===== config.mk =====
export PLATFORM = sky130hd
export DESIGN_NAME = alu_flag_stage
export DESIGN_NICKNAME = d
export VERILOG_FILES = /design/src/rtl/alu_flag_stage.sv
export SDC_FILE = /design/constraint.sdc
export NUM_CORES = 1
export LEC_CHECK = 0
export CORE_MARGIN = 4
export CORE_UTILIZATION = 53
export CTS_CLUSTER_DIAMETER = 200
export CTS_CLUSTER_SIZE = 12
export DETAILED_ROUTE_END_ITERATION = 16
export PLACE_DENSITY_LB_ADDON = 0.1
export REMOVE_ABC_BUFFERS = 1
export SETUP_SLACK_MARGIN = 0.3
export SLEW_MARGIN = 20
export SYNTH_ARGS = -nofsm -noshare
export SYNTH_HDL_FRONTEND = slang
export SYNTH_SLANG_ARGS = --single-unit

===== constraint.sdc =====
create_clock -name clk -period 3.1 [get_ports clk]
set_input_delay 0.31 -clock clk [delete_from_list [all_inputs] [get_ports clk]]
set_output_delay 0.31 -clock clk [all_outputs]
set_load 0.01 [all_outputs]

===== src/rtl/alu_flag_stage.sv =====
// Registered result/flag stage behind the integer ALU: computes NZCV on accept,
// buffers result+flags in a small valid/ready FIFO and keeps sticky C/V status.
module alu_flag_stage #(
    parameter int WIDTH = 32,
    parameter int DEPTH = 2
) (
    input  logic                       clk,
    input  logic                       rst_n,
    input  logic                       in_valid,
    output logic                       in_ready,
    input  logic [WIDTH-1:0]           in_result,
    input  logic                       in_cout,
    input  logic                       in_ovf,
    input  logic [1:0]                 in_ctrl,
    output logic                       out_valid,
    input  logic                       out_ready,
    output logic [WIDTH-1:0]           out_result,
    output logic                       out_z,
    output logic                       out_n,
    output logic                       out_c,
    output logic                       out_v,
    output logic                       sticky_c,
    output logic                       sticky_v,
    input  logic                       sticky_clr,
    output logic [$clog2(DEPTH):0]     count
);

    localparam int PW = $clog2(DEPTH);
    localparam int CW = $clog2(DEPTH) + 1;
    localparam int EW = WIDTH + 4;
    localparam logic [CW-1:0] DEPTH_C = DEPTH[CW-1:0];

    logic [EW-1:0] mem [DEPTH];

    logic [PW-1:0] wr_ptr_reg, wr_ptr_next;
    logic [PW-1:0] rd_ptr_reg, rd_ptr_next;
    logic [CW-1:0] count_reg, count_next;
    logic [EW-1:0] head_reg, head_next;
    logic          out_valid_reg, out_valid_next;
    logic          sticky_c_reg, sticky_c_next;
    logic          sticky_v_reg, sticky_v_next;

    logic          flag_z, flag_n, flag_c, flag_v;
    logic [EW-1:0] in_entry;
    logic          push, pop;

    // Logic ops (ctrl[1]=1) never report carry or overflow.
    assign flag_z   = (in_result == '0);
    assign flag_n   = in_result[WIDTH-1];
    assign flag_c   = in_cout & ~in_ctrl[1];
    assign flag_v   = in_ovf  & ~in_ctrl[1];
    assign in_entry = {in_result, flag_z, flag_n, flag_c, flag_v};

    assign in_ready = rst_n & (count_reg < DEPTH_C);
    assign push     = in_valid & in_ready;
    assign pop      = out_valid_reg & out_ready;

    always_comb begin
        wr_ptr_next    = wr_ptr_reg + {{(PW-1){1'b0}}, push};
        rd_ptr_next    = rd_ptr_reg + {{(PW-1){1'b0}}, pop};
        count_next     = count_reg + {{(CW-1){1'b0}}, push} - {{(CW-1){1'b0}}, pop};
        out_valid_next = (count_next != '0);
        head_next      = head_reg;
        // The new head may be the slot written this very cycle: bypass the array.
        if (count_next != '0) begin
            if (push && (wr_ptr_reg == rd_ptr_next))
                head_next = in_entry;
            else
                head_next = mem[rd_ptr_next];
        end
    end

    always_comb begin
        sticky_c_next = sticky_clr ? 1'b0 : sticky_c_reg;
        sticky_v_next = sticky_clr ? 1'b0 : sticky_v_reg;
        if (push) begin
            sticky_c_next = sticky_c_next | flag_c;
            sticky_v_next = sticky_v_next | flag_v;
        end
    end

    always_ff @(posedge clk) begin
        if (push)
            mem[wr_ptr_reg] <= in_entry;
    end

    always_ff @(posedge clk or negedge rst_n) begin
        if (!rst_n) begin
            wr_ptr_reg    <= '0;
            rd_ptr_reg    <= '0;
            count_reg     <= '0;
            head_reg      <= '0;
            out_valid_reg <= 1'b0;
            sticky_c_reg  <= 1'b0;
            sticky_v_reg  <= 1'b0;
        end else begin
            wr_ptr_reg    <= wr_ptr_next;
            rd_ptr_reg    <= rd_ptr_next;
            count_reg     <= count_next;
            head_reg      <= head_next;
            out_valid_reg <= out_valid_next;
            sticky_c_reg  <= sticky_c_next;
            sticky_v_reg  <= sticky_v_next;
        end
    end

    assign out_valid  = out_valid_reg;
    assign out_result = head_reg[EW-1:4];
    assign out_z      = head_reg[3];
    assign out_n      = head_reg[2];
    assign out_c      = head_reg[1];
    assign out_v      = head_reg[0];
    assign sticky_c   = sticky_c_reg;
    assign sticky_v   = sticky_v_reg;
    assign count      = count_reg;

endmodule


* Word level (Yosys, flattened, before mapping)
Memory sizes are Yosys's and may differ from the RTL's. A register that Yosys moved wholly into a read port is not among the register bits.
Cells that the tools add are included.
** Operators by class
- $add $sub $neg :: 4
- Multiply operators :: 0
- Div/mod/pow operators :: 0
- Magnitude comparators :: 1
- Eq/ne operators :: 0
- Shift-type cells :: 0
- Multiplexer cells :: 6
- Bitwise operators :: 8
- Reductions and logical operators :: 3
** Operators with widths (count)
- $logic_not 32->1 :: 1
- $mux 1 :: 6
- $and 1x1->1 :: 5
- $add 1x1->1 :: 2
- $add 2x1->2 :: 1
- $lt 2x2->1 const B :: 1
- $or 1x1->1 :: 2
- $reduce_bool 2->1 :: 1
- $sub 2x1->2 :: 1
- $logic_not 1->1 :: 1
- $not 1->1 :: 1
** Storage, ports and cells
- Register bits :: 7
- Bits in latches :: 0
- Memory bits (writable) :: 72
- ROM bits :: 0
- Output and inout bits :: 42
- Logic and storage cells :: 29
- Memories kept :: 1
** Memory list
- mem :: depth 2, bits a word 36, rd ports 1, clocked after memory_dff 1, write ports 1, RTL line 33 : logic [EW-1:0] mem [DEPTH];

* Depth between registers and ports, before layout
Gate-level depths: netlist (run 1).
- Depth in word-level cells :: 6
- Gate-level depth with buffers :: 12
- Depth with buffers taken out :: 10

* Worst setup path after synthesis (run 1)
No wires, ideal clock.
- Path type :: reg-to-reg
- Start :: reg count_reg[1], in the netlist count[1]
- End :: reg head_reg[2], read port of mem
- Setup time :: 95 ps
- Data arrival time :: 2382 ps
- Data required time :: 3005 ps
- Slack :: 622 ps
- Stages on the path, launching flop included :: 13
- Path through :: dfrtp_1 > nor2b_1 > nand2_1 > clkbuf_1 > ha_1 > inv_1 > ha_1 > xor3_1 > nor2_1 > buf_4 > buf_2 > nand2_1 > o31ai_1
** On the way
- Longest elaborated chain between the ends :: 6
** Ends and longest elaborated chain
- from (decl) :: RTL line 37 : logic [CW-1:0] count_reg, count_next;
- from (signal assigned) :: RTL line 99 : count_reg <= count_next;
- $lt 2x2->1 :: RTL line 54 : assign in_ready = rst_n & (count_reg < DEPTH_C);
- $and 1x1->1 :: RTL line 54
- named net in_ready :: RTL line 10 : output logic in_ready,
- $and 1x1->1 :: RTL line 55 : assign push = in_valid & in_ready;
- $add 2x1->2 :: RTL line 61 : count_next = count_reg + {{(CW-1){1'b0}}, push} - {{(CW-1){1'b0}}, pop};
- $sub 2x1->2 :: RTL line 61
- named net count_next[1] :: RTL line 37
- $reduce_bool 2->1 :: RTL line 65 : if (count_next != '0) begin
- to (decl) :: RTL line 38 : logic [EW-1:0] head_reg, head_next;
The timed path passes the listed nets, and every way through them passes these cells.

* Worst setup path after layout (run 1)
- Start :: reg count_reg[1], in the netlist count[1]
- End :: reg head_reg[26], read port of mem
** On the way
- Longest elaborated chain between the ends :: 6
** Ends and longest elaborated chain (RTL line)
- $lt 2x2->1 :: 54
- $and 1x1->1 :: 54
- $and 1x1->1 :: 55
- $add 2x1->2 (*) :: 61
- $sub 2x1->2 (*) :: 61
- named net count_next[1] :: 37
- $reduce_bool 2->1 (*) :: 65
Mark *: on every way through the listed nets, which the timed path passes. The rest lies on a longest branch.

==> results.sh, run 1 <==
export IMPL_worst_pin_slew_ns=0.930
export IMPL_cts_tree="built"
export IMPL_first_iter_violations=124
export IMPL_via_count=3141
export IMPL_ios=83
export IMPL_drv_slew=0
export IMPL_final_util=0.676
export IMPL_post_cts_setup_buffers=0
export IMPL_clkPwrFrac=0.165
export IMPL_p_per_area_mw_per_mm2=974
export IMPL_period_needed_ns=2.34
export IMPL_pwr_share_seq=0.377
export IMPL_p_int_uw=3690
export IMPL_cts_buffers_inserted=9
export IMPL_clk_pin_slew_ns=0.10
export IMPL_cts_sinks=112
export IMPL_ir_drop_mv=0.561
export IMPL_critical_path_max_fanout=24
export IMPL_path_class="flip-flop to flip-flop"
export IMPL_antenna_found_initial=0
export IMPL_rows=34
export IMPL_syn_area_mm2=0.00480
export IMPL_swShare=0.361
export IMPL_hold_viol_final=0
export IMPL_root_buffer="clkbuf_8"
export IMPL_min_path_type="primary input to asynchronous set/reset pin"
export IMPL_max_freq_ghz=0.428
export IMPL_synth_seq_area_share=0.657
export IMPL_cts_hold_buf=0
export IMPL_pwr_share_comb=0.458
export IMPL_fp_dieW_um=103
export IMPL_grt_max_degree=45
export IMPL_post_synth_cell_area_avg_um2=13.6
export IMPL_syn_inst=353
export IMPL_place_gp_congestion=0.762
export IMPL_crit_path_end_kind="flip-flop"
export IMPL_dp_hpwl_um=6430
export IMPL_wl_um=10100
export IMPL_drive_gt1_frac=0.121
export IMPL_synth_common_cells="edfxtp_1 (70), dfrtp_1 (42), o31ai_1 (39), nand2_1 (34), mux2i_1 (26)"
export IMPL_synthArstFlopShare=0.375
export IMPL_p_leak_uw=0.00223
export IMPL_grt_pass1_wl_um=16200
export IMPL_clockBufferDepth=2
export IMPL_final_setup_skew_ns=0.00976
export IMPL_start_kind="flip-flop"
export IMPL_setup_viol=0
export IMPL_synth_seq_cells=112
export IMPL_fin_setup_tns_ns=0
export IMPL_syn2layout_area_growth_pct=23.6
export IMPL_area_sequential_mm2=0.00315
export IMPL_port_buffers=81
export IMPL_post_route_period_util=0.753
export IMPL_fillers=658
export IMPL_die_y_um=103
export IMPL_cts_max_level=3
export IMPL_ant_nets=0
export IMPL_grt_pass1_vias=3257
export IMPL_core_mm2=0.00876
export IMPL_yosys_top_cells_area="edfxtp_1 (44%), dfrtp_1 (22%), o31ai_1 (6.1%)"
export IMPL_multi_input_area_mm2=0.00148
export IMPL_max_cap_violations=0
export IMPL_wl_per_cell_um=18.5
export IMPL_ys_types=38
export IMPL_switching_power_uw=2080
export IMPL_cts_resized_gates=0
export IMPL_drcViolationCount=0
export IMPL_yosysWarnings=0
export IMPL_outcome="complete, no violations"
export IMPL_diodes=0
export IMPL_largest_reg_flops=70
export IMPL_yosys_area_top_type_share=0.438
export IMPL_grt_remaining_overflow=0
export IMPL_synth_most_common_cell="edfxtp_1"
export IMPL_total_power_uw=5770
export IMPL_dieArea_mm2=0.0106
export IMPL_layout_nets=478
export IMPL_drt_pass1_iter_count=4
export IMPL_slew_limit_headroom=0.380
export IMPL_grtUsageTotal=0.202
export IMPL_via_per_inst=5.75
export IMPL_initial_utilization=0.547
export IMPL_synth_top_flop_cell="edfxtp_1"
export IMPL_crit_arrival_ns=2.60
export IMPL_clkLatencyLatePin_ns=0.35
export IMPL_r2r_setup_slack_ns=0.76
export IMPL_rsz0062_at_grt="false"
export IMPL_synth_edf_count=70
export IMPL_synth_top_area_cell="edfxtp_1"
export IMPL_crit_required_ns=3.36
[per-layer routing]
metal	vias up	wire (um)	track usage
li1	1488	-	-
met1	1559	4510	0.273
met2	84	4930	0.331
met3	10	569	0.0352
met4	0	103	0.0697
met5	-	0	0
[critical path, cell delays in order (launching register included)]
cell	delay, ns
dfrtp_1	0.43
nor2b_1	0.16
nand2_1	0.10
ha_1	0.28
inv_1	0.04
ha_1	0.17
xor3_1	0.26
nor2_4	0.05
inv_2	0.33
o31ai_1	0.18
o31ai_1	0.24
[metrics by stage]
stage               std cells  setup slack [ns]  area, um^2  hold WS, ns
floorplan                 330             -1.33        4660       0.0144
global placement          530             0.541        5710        0.460
detailed placement        530             0.472        5710        0.465
CTS                       546             0.761        5930       0.0756
global route              546             0.577        5930       0.0915
finish                    546             0.765        5930       0.0545
[placed cells by master (no fill, tap or decap), drive strengths merged, types with 2 or more instances in the layout]
| cell | instances |
|---|---|
| bufinv | 2 |
| nor3 | 20 |
| o211ai | 2 |
| nand2b | 4 |
| a211o | 2 |
| o21ai | 14 |
| ha | 4 |
| nand2 | 34 |
| inv | 10 |
| nor4 | 8 |
| a31oi | 2 |
| edfxtp | 70 |
| o22ai | 2 |
| clkdlybuf4s50 | 80 |
| mux2i | 26 |
| nor2 | 24 |
| and2 | 2 |
| o31ai | 39 |
| buf | 12 |
| dfrtp | 42 |
| and4 | 2 |
| mux2 | 13 |
| clkbuf | 12 |
[power groups by stage]
stage / registers (uW) / logic, uW / clock network, uW
after floorplan: 2310 / 1420 / 0
after global placement: 2200 / 2620 / 0
after detailed placement: 2210 / 2680 / 0
after CTS: 2180 / 2690 / 966
after global routing: 2220 / 2910 / 1030
final: 2180 / 2640 / 951
[cells by family after synthesis]
group | share of synthesized area
AO/OA/AOI/OAI | 0.100
XOR/XNOR | 0.00965
adder cells (fa/ha/maj) | 0.0104
buffers and inverters | 0.0360
flip-flops | 0.657
multiplexers | 0.0895
AND/OR/NAND/NOR | 0.0970
[path summary, 6_finish.rpt]
| check | start | to | cells after the start |
|---|---|---|---|
| max | count[1] | head_reg[26] | 10 |
| min | rst_n | head_reg[32] | 2 |
| max reg2reg | count[1] | head_reg[26] | 10 |
| min reg2reg | head_reg[13] | head_reg[13] | 2 |
| max in group asynchronous | rst_n | head_reg[9] | 2 |
| min in group clk | head_reg[13] | head_reg[13] | 2 |
[area by class of cell]
class,instances,share of cell area
multi-input combinational,209,0.250
clock inverter,4,0.0129
inverter,9,0.00570
timing repair buffer,92,0.152
sequential,112,0.532
tap,108,0.0228
clock buffer,12,0.0245
Note: power is estimated with default switching activity, not from simulation.
==> run 2, diff against run 1 <==
Clock period 3.1 ns to 2.3 ns, I/O delays scaled along.
==> run 2 against run 1 <==
Effect of this change:
- sequential power grew 35%
- critical path depth grew 2
- via count grew 5.1%
- register-to-register slack lost 0.62 ns
- hold slack gained 0.41 ns
- final cell count grew 4.8%
- die area is the same
- fmax grew 8.4%
- global-route usage grew 1.1 points
- clock power grew 19%
- sequential share of layout area shrank 3.2 points
- utilization grew 4.3 points
- critical path type unchanged
==> results.sh, run 2 (synthesized netlist as in run 1, its figures left out) <==
export IMPL_outcome="complete, no violations"
export IMPL_diodes=0
export IMPL_setup_ws_ns=0.145
export IMPL_grt_pass1_wl_um=16900
export IMPL_final_area_mm2=0.00631
export IMPL_via_count=3301
export IMPL_fillers=623
export IMPL_place_gp_congestion=0.743
export IMPL_wl_per_cell_um=19.1
export IMPL_cts_tree="built"
export IMPL_via_per_inst=5.77
export IMPL_hold_viol_final=0
export IMPL_final_cell_mix="clkdlybuf4s50_1 (79), edfxtp_1 (70), dfrtp_1 (42), o31ai_1 (39), nand2_1 (34)"
export IMPL_place_area_mm2=0.00588
export IMPL_rsz0062_at_grt="true"
export IMPL_final_util=0.720
export IMPL_grt_max_degree=43
export IMPL_cts_max_level=3
export IMPL_port_buffers=81
export IMPL_ios=83
export IMPL_syn2layout_area_growth_pct=31.5
export IMPL_largest_reg_flops=70
export IMPL_ir_drop_mv=0.777
export IMPL_p_leak_uw=0.00242
export IMPL_antenna_found_initial=0
export IMPL_path_class="flip-flop to flip-flop"
export IMPL_clockBufferDepth=2
export IMPL_rows=34
export IMPL_drive_gt1_frac=0.177
export IMPL_crit_path_end_kind="flip-flop"
export IMPL_drcViolationCount=0
export IMPL_dp_worst_setup_slack_ns=-0.264
export IMPL_core_mm2=0.00876
export IMPL_wl_um=10900
export IMPL_grt_remaining_overflow=0
export IMPL_cts_sinks=112
export IMPL_slew_limit_headroom=0.732
export IMPL_critical_path_max_fanout=10
export IMPL_worst_pin_slew_ns=0.399
export IMPL_crit_arrival_ns=2.41
export IMPL_setup_viol=0
export IMPL_crit_required_ns=2.55
export IMPL_max_freq_ghz=0.464
export IMPL_final_setup_skew_ns=0.0129
export IMPL_final_common_cell="clkdlybuf4s50_1"
export IMPL_first_iter_violations=163
export IMPL_clk_pin_slew_ns=0.10
export IMPL_dp_hpwl_um=6800
export IMPL_r2r_setup_slack_ns=0.15
export IMPL_drt_pass1_iter_count=4
export IMPL_die_y_um=103
export IMPL_period_needed_ns=2.15
export IMPL_post_route_period_util=0.937
export IMPL_dieArea_mm2=0.0106
export IMPL_max_cap_violations=0
export IMPL_fp_dieW_um=103
export IMPL_layout_nets=504
export IMPL_p_per_area_mw_per_mm2=1390
export IMPL_root_buffer="clkbuf_8"
export IMPL_ant_nets=0
export IMPL_grt_pass1_vias=3311
export IMPL_cts_buffers_inserted=9
export IMPL_initial_utilization=0.547
export IMPL_drv_slew=0
export IMPL_start_kind="flip-flop"
export IMPL_clkLatencyLatePin_ns=0.37
export IMPL_grtUsageTotal=0.212
export IMPL_min_path_type="primary input to flip-flop"
run 2: critical path: stages, from the launching register on:
cell and delay (ns):
dfrtp_1 0.39, nor2b_1 0.16, nand2_1 0.10, ha_1 0.27
inv_1 0.06, ha_2 0.16, xor3_2 0.29, nor2_4 0.14
buf_12 0.17, inv_12 0.06, buf_12 0.12, nor2_1 0.07
a31oi_1 0.04
run 2: final timing paths:
path,startpoint,to,cells after the start
setup / recovery,count[1],head_reg[1],12
hold / removal,sticky_clr,sticky_v,2
setup reg to reg,count[1],head_reg[1],12
hold reg to reg,head_reg[15],head_reg[15],2
max in group asynchronous,rst_n,head_reg[31],4
min in group asynchronous,rst_n,head_reg[34],4
run 2: area by class of cell:
class,count,area (um^2),area share
sequential,112,3150,0.500
multi-input combinational,209,1490,0.236
timing repair buffer,117,1280,0.203
tap,108,135,0.0214
clock buffer,9,124,0.0196
clock inverter,7,62.6,0.00992
inverter,9,46.3,0.00734
timing repair inverter,1,16.3,0.00258
run 2: where the power goes:
group          switching, uW  total [uW]  internal (uW)
clock network            706        1130            419
logic                   2300        4700           2400
registers                245        2940           2690
total                   3250        8760           5510
run 2: metrics by stage:
| step | hold WS, ns | std cells | TNS, ns | power, uW |
|---|---|---|---|---|
| 2_1_floorplan | -0.0656 | 330 | -86.43 | 4860 |
| 3_3_place_gp | 0.376 | 541 | -4.03 | 6780 |
| 3_5_place_dp | 0.384 | 541 | -7.93 | 6940 |
| 4_1_cts | 0.458 | 570 | 0 | 8690 |
| 5_1_grt | 0.457 | 572 | 0 | 9270 |
| 6_report | 0.469 | 572 | 0 | 8760 |
run 2: repair_timing:
item | in CTS | in global routing
hold buffers | 2 | 0
cloned | 3 | 1
endpoints found under the setup margin | 35 | 37
endpoints found under the hold margin | 42 | 0
gates resized for setup | 16 | 1
pin swaps | 1 | 0
buffers inserted | 8 | 1
run 2: routing by layer:
metal  vias to the layer above  routed length, um  GRT usage
met5                         -                  0          0
met4                         0                172     0.0647
met3                        15                603     0.0345
met2                       105               5340      0.352
met1                      1640               4810      0.290
li1                       1541                  -          -
